**src/rtl/sprite_scanline_scheduler.sv**
```systemverilog
// Per-scanline sprite scheduler: scans the attribute table on line_start and hands
// each active sprite covering the line to the shared line counter in index order.
module sprite_scanline_scheduler #(
    parameter int N_SPRITES    = 32,
    parameter int MAX_PER_LINE = 8,
    parameter int SPRITE_H     = 20,
    parameter int size_y       = 9,
    localparam int IDX_W       = $clog2(N_SPRITES),
    localparam int HC_W        = $clog2(MAX_PER_LINE + 1)
) (
    input  logic              clk_pixel,
    input  logic              reset,
    input  logic              line_start,
    input  logic [size_y-1:0] line_y,
    output logic [IDX_W-1:0]  tbl_addr,
    input  logic [31:0]       tbl_rd_data,
    input  logic              count_finished,
    output logic              sprite_on,
    output logic [31:0]       sprite_datas,
    output logic [IDX_W-1:0]  sprite_index,
    output logic              busy,
    output logic              line_done,
    output logic              overflow,
    output logic              line_late,
    output logic [HC_W-1:0]   hit_count
);

    localparam logic [IDX_W-1:0] LAST_IDX   = IDX_W'(N_SPRITES - 1);
    localparam logic [HC_W-1:0]  MAX_HC     = HC_W'(MAX_PER_LINE);
    localparam logic [size_y:0]  SPRITE_H_W = (size_y + 1)'(SPRITE_H);

    typedef enum logic [2:0] {
        S_IDLE,
        S_FETCH,
        S_CHECK,
        S_LAUNCH,
        S_DONE
    } state_t;

    state_t              r_state;
    state_t              w_state_nxt;
    logic [size_y-1:0]   r_cur_y;
    logic [IDX_W-1:0]    r_i;
    logic [HC_W-1:0]     r_hit_count;
    logic                r_overflow;
    logic                r_line_late;
    logic [31:0]         r_sprite_datas;
    logic [IDX_W-1:0]    r_sprite_index;

    logic                w_start;
    logic                w_abort;
    logic                w_load;
    logic                w_i_inc;
    logic                w_hc_inc;
    logic                w_set_ovf;
    logic                w_last;
    logic                w_hit;
    logic [size_y:0]     w_y_ext;
    logic [size_y:0]     w_cur_ext;
    logic [size_y:0]     w_diff;

    // One extra bit keeps the span test free of vertical wrap-around.
    assign w_y_ext   = (size_y + 1)'(tbl_rd_data[21:13]);
    assign w_cur_ext = {1'b0, r_cur_y};
    assign w_diff    = w_cur_ext - w_y_ext;
    assign w_hit     = tbl_rd_data[0] && (w_y_ext <= w_cur_ext) && (w_diff < SPRITE_H_W);
    assign w_last    = (r_i == LAST_IDX);

    always_ff @(posedge clk_pixel or negedge reset) begin
        if (!reset) r_state <= S_IDLE;
        else        r_state <= w_state_nxt;
    end

    always_comb begin
        // NOTE: every signal driven here gets a default first so no latch is inferred.
        w_state_nxt = r_state;
        w_start     = 1'b0;
        w_abort     = 1'b0;
        w_load      = 1'b0;
        w_i_inc     = 1'b0;
        w_hc_inc    = 1'b0;
        w_set_ovf   = 1'b0;
        if (line_start) begin
            // A new line always wins; it only counts as late if a scan was still running.
            w_start     = 1'b1;
            w_abort     = (r_state != S_IDLE) && (r_state != S_DONE);
            w_state_nxt = S_FETCH;
        end else begin
            case (r_state)
                S_IDLE:  w_state_nxt = S_IDLE;
                S_FETCH: w_state_nxt = S_CHECK;
                S_CHECK: begin
                    if (w_hit && (r_hit_count < MAX_HC)) begin
                        w_load      = 1'b1;
                        w_state_nxt = S_LAUNCH;
                    end else if (w_hit) begin
                        w_set_ovf   = 1'b1;
                        w_state_nxt = S_DONE;
                    end else if (w_last) begin
                        w_state_nxt = S_DONE;
                    end else begin
                        w_i_inc     = 1'b1;
                        w_state_nxt = S_FETCH;
                    end
                end
                S_LAUNCH: begin
                    if (count_finished) begin
                        w_hc_inc    = 1'b1;
                        w_i_inc     = !w_last;
                        w_state_nxt = w_last ? S_DONE : S_FETCH;
                    end
                end
                S_DONE:  w_state_nxt = S_IDLE;
                default: w_state_nxt = S_IDLE;
            endcase
        end
    end

    // NOTE: sequential state is written only with non-blocking assignments.
    always_ff @(posedge clk_pixel or negedge reset) begin
        if (!reset) begin
            r_cur_y        <= '0;
            r_i            <= '0;
            r_hit_count    <= '0;
            r_overflow     <= 1'b0;
            r_line_late    <= 1'b0;
            r_sprite_datas <= '0;
            r_sprite_index <= '0;
        end else begin
            r_line_late <= w_abort;
            if (w_start) begin
                r_cur_y     <= line_y;
                r_i         <= '0;
                r_hit_count <= '0;
                r_overflow  <= 1'b0;
            end else begin
                if (w_i_inc)   r_i         <= r_i + IDX_W'(1);
                if (w_hc_inc)  r_hit_count <= r_hit_count + HC_W'(1);
                if (w_set_ovf) r_overflow  <= 1'b1;
                if (w_load) begin
                    r_sprite_datas <= tbl_rd_data;
                    r_sprite_index <= r_i;
                end
            end
        end
    end

    assign tbl_addr     = r_i;
    assign sprite_on    = (r_state == S_LAUNCH);
    assign sprite_datas = r_sprite_datas;
    assign sprite_index = r_sprite_index;
    assign busy         = (r_state != S_IDLE);
    assign line_done    = (r_state == S_DONE);
    assign overflow     = r_overflow;
    assign line_late    = r_line_late;
    assign hit_count    = r_hit_count;

endmodule

```
**config.mk**
```make
export PLATFORM = sky130hd
export DESIGN_NAME = sprite_scanline_scheduler
export DESIGN_NICKNAME = d
export VERILOG_FILES = /design/src/rtl/sprite_scanline_scheduler.sv
export SDC_FILE = /design/constraint.sdc
export NUM_CORES = 1
export LEC_CHECK = 0
export CORE_MARGIN = 2
export CORE_UTILIZATION = 30
export CTS_BUF_LIST = sky130_fd_sc_hd__clkbuf_16
export DETAILED_ROUTE_END_ITERATION = 8
export PLACE_DENSITY = 0.54
export SYNTH_ARGS = -nofsm -noshare
export SYNTH_HDL_FRONTEND = slang
export SYNTH_SLANG_ARGS = --single-unit
```
**constraint.sdc**
```tcl
create_clock -name clk_pixel -period 4.1 [get_ports clk_pixel]
set_input_delay 0.41 -clock clk_pixel [delete_from_list [all_inputs] [get_ports clk_pixel]]
set_output_delay 0.41 -clock clk_pixel [all_outputs]
set_load 0.01 [all_outputs]
```
==> metrics.md <==
| Metric | Value |
|---|---|
| Reported leakage power | approximately 2.0 nW |
| Number of instances resized during post-cts repair | 0 |
| Max-Slew Margin vs Limit | 53.8% |
| Antenna violations before repair | 0 |
| Non-Filler Instances | approximately 470 |
| Die Height | around 100 um |
| I/O pin count | between 90 and 100 |
| Final Setup Violations | 0 |
| Net load switching power | approximately 0.37 mW |
| Placer congestion estimate | roughly 0.73 |
| Ordered list of cells on the worst path | clkdlybuf4s50_1, inv_1, ha_1, a21o_1, a311oi_1, nor4bb_1, o211ai_1, nor4_4, buf_4, nand3_2, buf_4, mux2_4 |
| Number of buffers created by CTS | 9 |
| Post-CTS setup-driven buffer insertion count | 0 |
| Count of pins over their slew limit | 0 |
| Average instance area after synthesis | roughly 13 um^2 |
| Synthesis-to-finish area growth | 47.7% |
| Final hold vios | 0 |
| Number of flip-flops and latches in the synthesized netlist | 60 |
| Crit Path Max Fanout | 20 |
| Relative contribution of the clock network to total power | 48.1% |
| Die area | between 0.01 and 0.015 mm^2 |
| Site Rows | 36 |
| Number of global-route vias before repair | 2014 |
| Post-CTS Hold Fix Bufs | 0 |
| Library cell appearing most often on the critical path | buf_4 |
| Setup repair after global routing missed its margin | no |
| Terminus of the critical flop-to-flop path | sprite_datas[9]$_DFFE_PN0P_ |
| N_diodes | 0 |
| Register clock-pin slew on the reported worst setup and hold paths | about 0.050 ns |
| Clock sink count | 60 |
| Clk Tree Root Cell | clkbuf_16 |
| Total number of nets in the final design | around 390 |
| Kind of cell adding the most delay to the critical path | buffers and inverters |
| Cell type with the highest aggregate area in the netlist | dfrtp_1 |
| Part of the Yosys area used for sequential elements | 51.1% |
| Final Cycle Share | roughly three quarters |
| Fraction of registers with async set or reset after synthesis | 100% |
| Number of max-capacitance violations reported | 0 |
| Number of cell instances on the worst register-to-register path | 10 |
| Reg-to-reg slack, setup | around 1.2 ns |
| Number of vias per cell after detailed routing | between 4 and 5 |
| CTS H-tree lvls | 3 |
| Largest buffer count on any clock path | 2 |
| Synth area leaders | dfrtp_1, mux2_2, mux2_4 |
| Router iterations before antenna repair | 4 |
| Type of the setup path with the least slack | in -> reg |
| Clock tree from TritonCTS | yes |
| Status | completed |
| Maximum number of pins on one net before global-route repair | 32 |
| GRT Overall Usage | roughly 12% |
| Worst hold-check path type | in -> async |
| Worst path depth | 12 |
| Data arrival time of the critical path | around 3.4 ns |
| DRC errors left | 0 |
| HPWL after detailed placement | about 4.5 mm |
| Later-pin clock latency in the skew report | ~0.33 ns |
| Cell area power density | ~370 mW/mm^2 |
| Slowest-stage cell, CP | clkdlybuf4s50_1 |
| Starting Density | a little under a third |
| Highest clock frequency the design can meet | 319 MHz |
| Type of element capturing the critical path | flop |
| Switching part of the total | a little under a quarter |
| Post-synthesis instance total | ~230 |
| Post-Syn Area | ~0.003 mm^2 |
| Measured slew at the worst slew-check pin | around 0.69 ns |
| Total overflow reported by the global router | 0 |
| Fraction of layout instances using a drive strength above 1 | around a fifth |
| Final sum of negative setup slack | 0 ns |
| Count of input and output buffers | between 90 and 100 |
| Synth warn | 0 |
| Number of nets with antenna violations after detailed routing | 0 |
| Min Tclk post-route | about 3.1 ns |
| Total number of vias | 2090 |
| Number of cells after detailed placement | around 450 |
| Start point of the critical path | tbl_rd_data[17] |
| Die Width | 103 um |
| Reg power frac | between 30% and 40% |
| Wire length after detailed routing | between 6 and 7 mm |
| Combinational cell fraction of total power | about 13% |
| Most common cell after layout, fill and taps aside | clkdlybuf4s50_1 |
| Fraction of post-synthesis cell area in the top cell type by area | between 50% and 60% |
| Dominant synthesized flop cell | dfrtp_1 |
| # fillers | roughly 940 |
| Count of routing violations after the opening detailed-route iteration | 32 |
| R2r startpoint | r_cur_y[4]$_DFFE_PN0P_ |
| Number of flops mapped to enable cells by yosys | 0 |
| Core Area | 0.00964 mm^2 |
| Req. time, crit path | around 4.3 ns |
| Clock skew after layout | around 0.0044 ns |
| Timing endpoint of the critical path | sprite_datas[9]$_DFFE_PN0P_ |
| Number of buffers and inverters on the critical path | 4 |
| Syn_nets | about 290 |
| Internal power | between 1 and 1.5 mW |
| Routed length per placed instance | about 13 um |
| Startpoint type of the worst setup path | input pin |
| Peak supply drop | 0.143 mV |
| Leading cell types in the layout, fill and taps excluded | clkdlybuf4s50_1, dfrtp_1, mux2_2 |
| Wire length of the first global-routing pass | approximately 9.7 mm |
| Delay of the slowest critical-path stage | roughly 0.48 ns |
| Number of different library cells in the post-synthesis netlist | 47 |
## cell usage after synthesis (2+ instances only)
master     n
a211oi_1   2
a21oi_1    4
and3_1     2
buf_6      3
clkbuf_1   3
dfrtp_1   60
ha_1      12
inv_1     12
mux2_2    28
mux2_4    18
mux2i_1    4
nand2_1    7
nand2b_1   8
nand4_1    2
nor2_1    11
nor2b_1    3
nor3_1     4
nor3b_1    4
o211ai_1   2
o21a_1     2
o21ai_0    6
or3_1      3
xnor2_1    2
xor2_1     3
## per-stage QoR
step                worst slack, ns  hold WS (ns)  utilization (%)  power [mW]  instance area (um^2)
floorplan                      1.19         0.114                -       0.754                  2940
global placement              0.646         0.450             41.9       0.856                  4040
detailed placement            0.633         0.459             41.9       0.859                  4040
CTS                           0.981         0.157             45.1        1.66                  4340
global route                  0.776         0.190             45.1        1.70                  4340
finish                        0.966         0.125             45.1        1.63                  4340
## worst min path at each step
| stage | from | endpoint | slack, ns | cells after the start |
|---|---|---|---|---|
| floorplan | reset | hit_count[0]$_DFFE_PN0P_ | 0.11 | 0 |
| global route | reset | sprite_datas[1]$_DFFE_PN0P_ | 0.19 | 1 |
| detailed placement | sprite_datas[0]$_DFFE_PN0P_ | sprite_datas[0]$_DFFE_PN0P_ | 0.46 | 1 |
| finish | reset | sprite_datas[31]$_DFFE_PN0P_ | 0.12 | 1 |
| CTS | reset | sprite_datas[31]$_DFFE_PN0P_ | 0.16 | 1 |
| global placement | sprite_datas[0]$_DFFE_PN0P_ | sprite_datas[0]$_DFFE_PN0P_ | 0.45 | 1 |
## area by class of cell
cell class              instances  area, um^2  share of cell area [%]
flip-flops and latches         60        1500                    34.6
clock inverters                 7        82.6                    1.90
well taps                     133         166                    3.83
clock buffers                   9         225                    5.18
multi-input cells             148        1340                    30.8
repair buffers                100         983                    22.6
inverters                      12        45.0                    1.04
## cells by family after synthesis
family / share of synthesized area, %
multiplexers: 21.3
AND/OR/NAND/NOR: 10.2
buffers and inverters: 3.36
adder cells (fa/ha/maj): 5.11
XOR/XNOR: 1.49
flip-flops: 51.1
AO/OA/AOI/OAI: 7.53
## sequential cells by signal, summed over array words and instances (netlist names)
name	flops
hit_count	4
sprite_datas	32
sprite_index	5
tbl_addr	5
overflow	1
r_state	3
line_late	1
r_cur_y	9
## power by group through the flow
stage | Combinational [mW] | Clock, mW | Sequential, mW
detailed placement | 0.221 | 0 | 0.638
CTS | 0.222 | 0.805 | 0.628
global route | 0.240 | 0.831 | 0.631
global placement | 0.219 | 0 | 0.638
finish | 0.217 | 0.782 | 0.628
floorplan | 0.114 | 0 | 0.640
## metal layers
layer | wire length (um) | GRT usage [%] | part of all wire (%) | vias up
li1 | - | - | - | 1016
met1 | 2970 | 15.9 | 48 | 1015
met2 | 2840 | 18.1 | 46 | 50
met3 | 268 | 4.34 | 4.3 | 9
met4 | 91 | 5.16 | 1.5 | 0
met5 | 0 | 0 | 0 | -
Power figures use the tool's default switching activity.
